`src/rtl/uart_pkg.sv`:
```
`default_nettype none
// +----------------------------------------------------------------------+
// | uart_pkg : shared types and constants for the UART packet TX block   |
// | Rev 1.0                                                              |
// +----------------------------------------------------------------------+
package uart_pkg;

  typedef enum logic [3:0] {
    IDLE   = 4'd0,
    START  = 4'd1,
    DATA   = 4'd2,
    PARITY = 4'd3,
    STOP   = 4'd4
  } tx_state_e;

  localparam logic UART_IDLE_LEVEL = 1'b1;

  function automatic int frame_len(input int data_bits, input int stop_bits, input bit parity_en);
    return 1 + data_bits + (parity_en ? 1 : 0) + stop_bits;
  endfunction

endpackage
`default_nettype wire

```
`src/rtl/uart_pkt_tx_if.sv`:
```
`default_nettype none
// +----------------------------------------------------------------------+
// | uart_pkt_tx_if : packet valid/ready handshake and status bundle      |
// | Rev 1.0                                                              |
// +----------------------------------------------------------------------+
interface uart_pkt_tx_if #(
  parameter int DATA_BITS = 8,
  parameter int NUM_BYTES = 3
);
  logic                           pkt_valid;
  logic [NUM_BYTES*DATA_BITS-1:0] pkt_data;
  logic                           pkt_ready;
  logic                           pkt_done;
  logic                           tx_busy;

  modport master (output pkt_valid, pkt_data, input pkt_ready, pkt_done, tx_busy);
  modport slave  (input pkt_valid, pkt_data, output pkt_ready, pkt_done, tx_busy);
endinterface
`default_nettype wire

```
`src/rtl/uart_tx_frame.sv`:
```
`default_nettype none
// +----------------------------------------------------------------------+
// | uart_tx_frame : single-frame UART serialiser, chains frames gap-free |
// | Optional parity bit with macro UART_TX_PARITY_EN.  Rev 1.0           |
// +----------------------------------------------------------------------+
module uart_tx_frame
  import uart_pkg::*;
#(
  parameter int DATA_BITS  = 8,
  parameter int STOP_BITS  = 1,
  parameter bit PARITY_ODD = 1'b0
) (
  input  wire logic                 clk,
  input  wire logic                 rst,
  input  wire logic                 tick,
  input  wire logic                 valid,
  input  wire logic [DATA_BITS-1:0] word,
  output logic                      tx,
  output logic                      frame_done
);

  localparam int                 c_cnt_w    = $clog2(DATA_BITS + 1);
  localparam logic [c_cnt_w-1:0] c_last_bit = c_cnt_w'(DATA_BITS - 1);
  localparam logic [c_cnt_w-1:0] c_stop_cnt = c_cnt_w'(STOP_BITS);

  tx_state_e            r_state, w_state_nxt;
  logic [DATA_BITS-1:0] r_shift, w_shift_nxt;
  logic [c_cnt_w-1:0]   r_bit_cnt, w_bit_cnt_nxt;
  logic                 r_tx, w_tx_nxt;

`ifdef UART_TX_PARITY_EN
  logic r_par, w_par_nxt;
  logic w_word_par;
  // Parity is taken from the word as loaded, before any shifting.
  assign w_word_par = (^word) ^ PARITY_ODD;
`else
  logic w_unused_parity_odd;
  assign w_unused_parity_odd = PARITY_ODD;
`endif

  always_ff @(posedge clk or posedge rst) begin
    if (rst) begin
      r_state   <= IDLE;
      r_shift   <= '0;
      r_bit_cnt <= '0;
      r_tx      <= UART_IDLE_LEVEL;
`ifdef UART_TX_PARITY_EN
      r_par     <= 1'b0;
`endif
    end else begin
      r_state   <= w_state_nxt;
      r_shift   <= w_shift_nxt;
      r_bit_cnt <= w_bit_cnt_nxt;
      r_tx      <= w_tx_nxt;
`ifdef UART_TX_PARITY_EN
      r_par     <= w_par_nxt;
`endif
    end
  end

  always_comb begin
    w_state_nxt   = r_state;
    w_shift_nxt   = r_shift;
    w_bit_cnt_nxt = r_bit_cnt;
    w_tx_nxt      = r_tx;
    frame_done    = 1'b0;
`ifdef UART_TX_PARITY_EN
    w_par_nxt     = r_par;
`endif
    case (r_state)
      IDLE: begin
        w_tx_nxt = UART_IDLE_LEVEL;
        if (valid) begin
          w_shift_nxt   = word;
          w_bit_cnt_nxt = '0;
          w_state_nxt   = START;
`ifdef UART_TX_PARITY_EN
          w_par_nxt     = w_word_par;
`endif
        end
      end
      START: if (tick) begin
        w_tx_nxt      = 1'b0;
        w_bit_cnt_nxt = '0;
        w_state_nxt   = DATA;
      end
      DATA: if (tick) begin
        w_tx_nxt    = r_shift[0];
        w_shift_nxt = r_shift >> 1;
        if (r_bit_cnt == c_last_bit) begin
          w_bit_cnt_nxt = '0;
`ifdef UART_TX_PARITY_EN
          w_state_nxt   = PARITY;
`else
          w_state_nxt   = STOP;
`endif
        end else begin
          w_bit_cnt_nxt = r_bit_cnt + 1'b1;
        end
      end
`ifdef UART_TX_PARITY_EN
      PARITY: if (tick) begin
        w_tx_nxt    = r_par;
        w_state_nxt = STOP;
      end
`endif
      STOP: if (tick) begin
        if (r_bit_cnt == c_stop_cnt) begin
          // Frame ends here; a pending word starts its start bit on this same tick.
          frame_done    = 1'b1;
          w_bit_cnt_nxt = '0;
          if (valid) begin
            w_tx_nxt    = 1'b0;
            w_shift_nxt = word;
            w_state_nxt = DATA;
`ifdef UART_TX_PARITY_EN
            w_par_nxt   = w_word_par;
`endif
          end else begin
            w_tx_nxt    = UART_IDLE_LEVEL;
            w_state_nxt = IDLE;
          end
        end else begin
          w_tx_nxt      = UART_IDLE_LEVEL;
          w_bit_cnt_nxt = r_bit_cnt + 1'b1;
        end
      end
      default: w_state_nxt = IDLE;
    endcase
  end

  assign tx = r_tx;

endmodule
`default_nettype wire

```
`src/rtl/uart_pkt_tx.sv`:
```
`default_nettype none
// +----------------------------------------------------------------------+
// | uart_pkt_tx : multi-word UART packet transmitter, valid/ready input  |
// | Optional parity bit with macro UART_TX_PARITY_EN.  Rev 1.0           |
// +----------------------------------------------------------------------+
module uart_pkt_tx
  import uart_pkg::*;
#(
  parameter int DATA_BITS  = 8,
  parameter int NUM_BYTES  = 3,
  parameter int STOP_BITS  = 1,
  parameter bit PARITY_ODD = 1'b0
) (
  input  wire logic     clk,
  input  wire logic     rst,
  input  wire logic     baud_tick,
  uart_pkt_tx_if.slave  pkt_if,
  output logic          tx
);

  localparam int                 c_idx_w    = $clog2(NUM_BYTES + 1);
  localparam int                 c_pkt_w    = NUM_BYTES * DATA_BITS;
  localparam logic [c_idx_w-1:0] c_last_idx = c_idx_w'(NUM_BYTES - 1);

  logic [c_pkt_w-1:0]   r_pkt;
  logic [c_idx_w-1:0]   r_byte_idx;
  logic                 r_busy;
  logic                 w_accept;
  logic                 w_last;
  logic                 w_frame_valid;
  logic                 w_frame_done;
  logic [DATA_BITS-1:0] w_word;

  assign pkt_if.pkt_ready = ~rst & ~r_busy;
  assign w_accept         = pkt_if.pkt_valid & pkt_if.pkt_ready;
  assign w_last           = (r_byte_idx == c_last_idx);

  // Word 0 goes straight to the serialiser on acceptance; r_pkt keeps the rest.
  assign w_frame_valid = r_busy ? ~w_last : w_accept;
  assign w_word        = r_busy ? r_pkt[DATA_BITS-1:0] : pkt_if.pkt_data[DATA_BITS-1:0];

  assign pkt_if.pkt_done = r_busy & w_last & w_frame_done;
  assign pkt_if.tx_busy  = r_busy;

  always_ff @(posedge clk or posedge rst) begin
    if (rst) begin
      r_pkt      <= '0;
      r_byte_idx <= '0;
      r_busy     <= 1'b0;
    end else if (w_accept) begin
      r_pkt      <= pkt_if.pkt_data >> DATA_BITS;
      r_byte_idx <= '0;
      r_busy     <= 1'b1;
    end else if (r_busy && w_frame_done) begin
      if (w_last) begin
        r_byte_idx <= '0;
        r_busy     <= 1'b0;
      end else begin
        r_pkt      <= r_pkt >> DATA_BITS;
        r_byte_idx <= r_byte_idx + 1'b1;
      end
    end
  end

  uart_tx_frame #(
    .DATA_BITS  (DATA_BITS),
    .STOP_BITS  (STOP_BITS),
    .PARITY_ODD (PARITY_ODD)
  ) u_frame (
    .clk        (clk),
    .rst        (rst),
    .tick       (baud_tick),
    .valid      (w_frame_valid),
    .word       (w_word),
    .tx         (tx),
    .frame_done (w_frame_done)
  );

endmodule
`default_nettype wire
```
`src/flat_wrapper.sv`:
```
// flat-port wrapper written by rule: the top's interface ports become plain ports
module uart_pkt_tx_flat import uart_pkg::*;
#(
  parameter int DATA_BITS  = 8,
  parameter int NUM_BYTES  = 3,
  parameter int STOP_BITS  = 1,
  parameter bit PARITY_ODD = 1'b0
)
  (clk, rst, baud_tick, tx, pkt_if_pkt_valid, pkt_if_pkt_data, pkt_if_pkt_ready, pkt_if_pkt_done, pkt_if_tx_busy);
  uart_pkt_tx_if #(.DATA_BITS(DATA_BITS), .NUM_BYTES(NUM_BYTES)) pkt_if_i ();
  input  wire logic clk;
  input  wire logic rst;
  input  wire logic baud_tick;
  output logic tx;
  input wire logic [$bits(pkt_if_i.pkt_valid)-1:0] pkt_if_pkt_valid;
  input wire logic [$bits(pkt_if_i.pkt_data)-1:0] pkt_if_pkt_data;
  output wire logic [$bits(pkt_if_i.pkt_ready)-1:0] pkt_if_pkt_ready;
  output wire logic [$bits(pkt_if_i.pkt_done)-1:0] pkt_if_pkt_done;
  output wire logic [$bits(pkt_if_i.tx_busy)-1:0] pkt_if_tx_busy;
  assign pkt_if_i.pkt_valid = pkt_if_pkt_valid;
  assign pkt_if_i.pkt_data = pkt_if_pkt_data;
  assign pkt_if_pkt_ready = pkt_if_i.pkt_ready;
  assign pkt_if_pkt_done = pkt_if_i.pkt_done;
  assign pkt_if_tx_busy = pkt_if_i.tx_busy;
  uart_pkt_tx #(.DATA_BITS(DATA_BITS), .NUM_BYTES(NUM_BYTES), .STOP_BITS(STOP_BITS), .PARITY_ODD(PARITY_ODD)) u_core (.clk(clk), .rst(rst), .baud_tick(baud_tick), .pkt_if(pkt_if_i), .tx(tx));
endmodule
```
`config.mk`:
```
export PLATFORM = sky130hd
export DESIGN_NAME = uart_pkt_tx_flat
export DESIGN_NICKNAME = d
export VERILOG_FILES = /design/src/rtl/uart_pkg.sv /design/src/rtl/uart_pkt_tx_if.sv /design/src/rtl/uart_tx_frame.sv /design/src/rtl/uart_pkt_tx.sv /design/src/flat_wrapper.sv
export SDC_FILE = /design/constraint.sdc
export NUM_CORES = 1
export LEC_CHECK = 0
export BUFFER_PORTS_ARGS = -buffer_cell sky130_fd_sc_hd__buf_4
export CORE_UTILIZATION = 55
export CTS_CLUSTER_DIAMETER = 120
export DETAILED_ROUTE_END_ITERATION = 12
export PLACE_DENSITY = 0.88
export SLEW_MARGIN = 20
export SYNTH_ARGS = -nofsm -noshare
export SYNTH_HDL_FRONTEND = slang
export SYNTH_SLANG_ARGS = --single-unit
```
`constraint.sdc`:
```
create_clock -name clk -period 3.9 [get_ports clk]
set_input_delay 1.17 -clock clk [delete_from_list [all_inputs] [get_ports clk]]
set_output_delay 1.17 -clock clk [all_outputs]
set_load 0.05 [all_outputs]
```
---- After elaboration in Yosys (flattened, before gate mapping) ----
Cells that the tools add are included.
cells by class
  bitwise logic cells ..................... 7
  muxes and demuxes ....................... 40
  $add $sub $neg .......................... 2
  equality and inequality tests ........... 13
  reduce and logical (&&, ||, !) cells .... 12
operator list
  kind                                                                    count
  24-bit 2-to-1 mux                                                       3
  4-bit 2-to-1 mux                                                        12
  8-bit 2-to-1 mux                                                        5
  4-bit case mux with 4 select lines                                      2
  8-bit case mux with 3 select lines                                      1
  1-bit 2-to-1 mux                                                        12
  2-bit inequality test (second input constant)                           6
  4-bit by 1-bit equality test with 1-bit output (second input constant)  2
  4-bit by 3-bit equality test with 1-bit output (second input constant)  2
  2-bit 2-to-1 mux                                                        4
  4-bit AND reduction                                                     2
  6-bit AND reduction                                                     1
  5-bit AND reduction                                                     1
  4-bit by 1-bit adder with 4-bit output (second input constant)          1
  1-bit bitwise AND                                                       4
  4-bit by 2-bit equality test with 1-bit output (second input constant)  1
  4-bit zero test                                                         1
  1-bit case mux with 4 select lines                                      1
  2-bit AND reduction                                                     2
  2-bit nonzero test                                                      2
  4-bit nonzero test                                                      1
  1-bit inverter                                                          3
  3-bit nonzero test                                                      1
  2-bit by 1-bit adder with 2-bit output (second input constant)          1
  other kinds (3)                                                         3
word-level totals
  input port bits ......................... 28
  bits in registers ....................... 44
  output and inout port bits .............. 4

---- Depth between registers and ports, before layout ----
  depth in word-level cells ............... 8
  gate-level depth with buffers ........... 8
  mapped depth without buffers ............ 7

---- Hierarchy ----
From an unflattened synthesis, not the netlist that was laid out.
unflattened totals
  cells, all modules ...................... 179
  area, all modules ....................... 2,008.2 um^2
modules (own cells, without submodules)
  module         cells each  area an instance (um^2)  seq. area each (um^2)  instances
  uart_tx_frame  104         1,062.3                  401.6                  1
  uart_pkt_tx    75          945.9                    475.5                  1

---- Least setup slack after synthesis ----
No wires, ideal clock.
  path type ............................... in2out
  start point ............................. input port baud_tick
  end point ............................... output port pkt_if_pkt_done
  stages on the path ...................... 4
  data arrival time ....................... 2.408 ns
  required time ........................... 2.730 ns
  buffers on the path ..................... 1
  slack ................................... 0.322 ns
  cells stage by stage .................... buf_2 -> and4bb_2 -> nand3_1 -> nor2_1
between the ends
  longest elaborated chain between the ends .. 3
RTL lines
  element             line                  text
  start: declaration  flat_wrapper.sv:13    input wire logic baud_tick;
  1-bit 2-to-1 mux    uart_tx_frame.sv:107  STOP: if (tick) begin
  1-bit 2-to-1 mux    uart_tx_frame.sv:70   case (r_state)
  1-bit bitwise AND   uart_pkt_tx.sv:42     assign pkt_if.pkt_done = r_busy & w_last & w_frame_done;
  end: declaration    flat_wrapper.sv:18    output wire logic [$bits(pkt_if_i.pkt_done)-1:0] pkt_if_pkt_done;
No other way between the ends.

---- Final worst setup path ----
Same ends and word-level chain as after synthesis.

==> flow_summary.json <==
{
  "ys_warn_count": 0,
  "critPathMaxFanout": 10,
  "power_leakage_nw": 1.127,
  "cp.required_ps": 2730,
  "cts-root-buf": "clkbuf_4",
  "worst_ep_arrival_time_ps": 2150,
  "crit_type": "in2out",
  "min_period_ps": 3319,
  "critPathBufInv": 2,
  "fin_crit_sh": 0.8511,
  "port_buffers": 31,
  "place_ws_ps": 597.1,
  "clock_path_buffers": 2,
  "cts-buffers-inserted": 5,
  "slew_headroom": 0.5462,
  "start_util": 0.6016,
  "cts_max_level": 2,
  "place_congestion": 0.8380,
  "ys_seq_area_frac": 0.4624,
  "clkSinkCount": 35,
  "fp.coreArea_mm2": 0.003153,
  "cp-end-kind": "output pin",
  "r2r-end": "u_core.u_frame.r_shift[6]",
  "r2r_setup_slack_ps": 1430,
  "wl_mm": 3.754,
  "netlist_instances": 213,
  "first_global_vias": 1467,
  "cts_setup_buffers": 0,
  "holdCritPathClass": "reg2reg",
  "clk_latency_ps": 340,
  "syn_area_mm2": 0.001897,
  "drtIter0Drc": 60,
  "rows": 20,
  "diodes": 0,
  "path_common_cell": "buf_4",
  "die_h_um": 60.73,
  "rsz0062_at_grt": "false",
  "placedCellCount": 278,
  "async_flop_share": 1.000,
  "ys_ff_latch": 35,
  "cts_tree": "built",
  "ant_nets": 0,
  "status": "finished, final reports clean",
  "setup_violations": 0,
  "fin_util": 0.7004,
  "detail_route.wl_per_cell_um": 13.13,
  "met1_length_mm": 1.793,
  "hold_violations": 0,
  "syn_to_final_growth_pct": 16.42,
  "syn_avg_cell_area_um2": 8.905,
  "vdd_drop_max_uv": 337.6,
  "vias_per_cell": 5.636,
  "ys.flop_type": "dfrtp_1",
  "rr_startpoint": "u_core.pkt_if.tx_busy",
  "die_w_um": 60.73,
  "hold_buffers": 0,
  "nets": 271,
  "slew_viol_final": 0,
  "path_cells": "buf_4 > and4bb_2 > nand3_1 > nor2_1 > buf_4",
  "min_path_cells": 2,
  "post_cts_resized": 0,
  "fin_ws_ps": 580.7,
  "fp.dieArea_mm2": 0.003688,
  "route.met2.wl_mm": 1.722,
  "globalRouteOverflowTotal": 0,
  "synth_edf_count": 0,
  "grt_max_degree": 26,
  "synth_cell_types": 41,
  "io_pins": 32,
  "place_hpwl_mm": 2.717,
  "slowest_delay_ps": 270,
  "wl_met3_um": 173,
  "crit_start": "baud_tick",
  "p_total_mw": 1.333,
  "route.detailed.drc": 0,
  "final.setup.tns_ps": 0,
  "drv_cap": 0,
  "finalNonFillerCells": 286,
  "min_to": "u_core.u_frame.r_shift[1]",
  "max_slew.worst_pin.slew_ps": 680.0,
  "cp_slowest_cell": "and4bb_2",
  "fin_worst_skew_ps": 2.765,
  "layout-drive-gt1-share": 0.2190,
  "power_density_mw_per_mm2": 603.8,
  "synth_fp_nets": 243,
  "grt_pass1_wl_mm": 6.410,
  "fmax_ghz": 0.3013,
  "grt_use_total": 0.2404,
  "antenna_found_initial": 0,
  "vias": 1612,
  "top_layer": "met4",
  "rr_worst_depth": 4,
  "crit_family": "simple AND/OR/NAND/NOR gates",
  "clk_pin_slew_ps": 110,
  "start_kind": "primary input",
  "drt-pass1-iter-count": 5,
  "min_from": "u_core.u_frame.r_shift[1]"
}
==> layout make-up <==
class / count / area, um^2
tap: 44 / 55.05
timing repair buffer: 32 / 240.2
clock inverter: 3 / 43.79
inverter: 6 / 22.52
clock buffer: 5 / 37.54
multi-input combinational: 161 / 932.1
sequential: 35 / 877.1
fill: 263 / 944.7
==> sequential cells by signal (all words and copies together), names as in the netlist <==
register,flops
u_core.r_pkt,16
u_core.u_frame.r_shift,8
u_core.u_frame.r_bit_cnt,4
u_core.u_frame.r_state,3
u_core.r_byte_idx,2
u_core.pkt_if.tx_busy,1
u_core.u_frame.tx,1
==> through the flow <==
| stage | instance area, um^2 | hold slack, ps |
|---|---|---|
| finish | 2208 | 502.3 |
| global route | 2208 | 523.6 |
| CTS | 2208 | 505.9 |
| detailed placement | 2127 | 480.1 |
| global placement | 2127 | 465.4 |
| floorplan | 1897 | 449.0 |
==> cell usage after synthesis, types with 3 or more instances <==
master / count / area [um^2]
nand2b_1: 3 / 18.77
nor3_1: 3 / 15.01
o21ai_0: 11 / 55.05
nor2_1: 34 / 127.6
nor2b_1: 4 / 25.02
nor3b_1: 3 / 22.52
a21oi_1: 12 / 60.06
dfrtp_1: 34 / 850.8
inv_1: 6 / 22.52
buf_2: 7 / 35.03
nand2_1: 32 / 120.1
mux2i_1: 8 / 80.08
o22ai_1: 10 / 62.56
nand3_1: 11 / 55.05
==> how the worst max path moves through the flow <==
| stage | end | slack [ps] | depth (start not counted) |
|---|---|---|---|
| after global placement | pkt_if_pkt_done | 630 | 5 |
| after CTS | pkt_if_pkt_done | 580 | 5 |
| after global routing | pkt_if_pkt_done | 480 | 5 |
| after detailed placement | pkt_if_pkt_done | 600 | 5 |
| after floorplan | pkt_if_pkt_done | 320 | 4 |
| final | pkt_if_pkt_done | 580 | 5 |
==> tightest hold or removal path: cells and delay by family, from the launching register on <==
kind | cells | cell delay [ps]
AND/OR/NAND/NOR | 1 | 50
AO/OA/AOI/OAI | 1 | 60
flip-flops | 1 | 370
==> report_power, final <==
group          leakage (nW)  internal [mW]  total [mW]  switching (mW)
sequential            0.454          0.476       0.582           0.106
combinational         0.628          0.216       0.490           0.273
clock                0.0452          0.135       0.261           0.127
total                  1.13          0.827        1.33           0.506
==> cells by family after synthesis <==
logic type               after synthesis  synth area share
flip-flops                            35            0.4624
adder cells (fa/ha/maj)                2           0.01319
buffers and inverters                 17           0.04617
AO/OA/AOI/OAI                         47            0.1590
AND/OR/NAND/NOR                      103            0.2711
multiplexers                           9           0.04815
==> cells in the final DEF (no fill, tap or decap), drive strengths merged, types with 6 or more instances in the layout <==
master  instances
inv             6
nand2          33
o22ai          10
a21oi          12
nor2           34
nand3          11
mux2i           8
buf            32
o21ai          14
dfrtp          34
==> layer usage <==
layer / vias up / global-route usage
li1: 797 / -
met4: 0 / 0.09740
met1: 756 / 0.3232
met5: - / 0
met2: 52 / 0.3862
met3: 7 / 0.04478
Power figures use the tool's default switching activity.
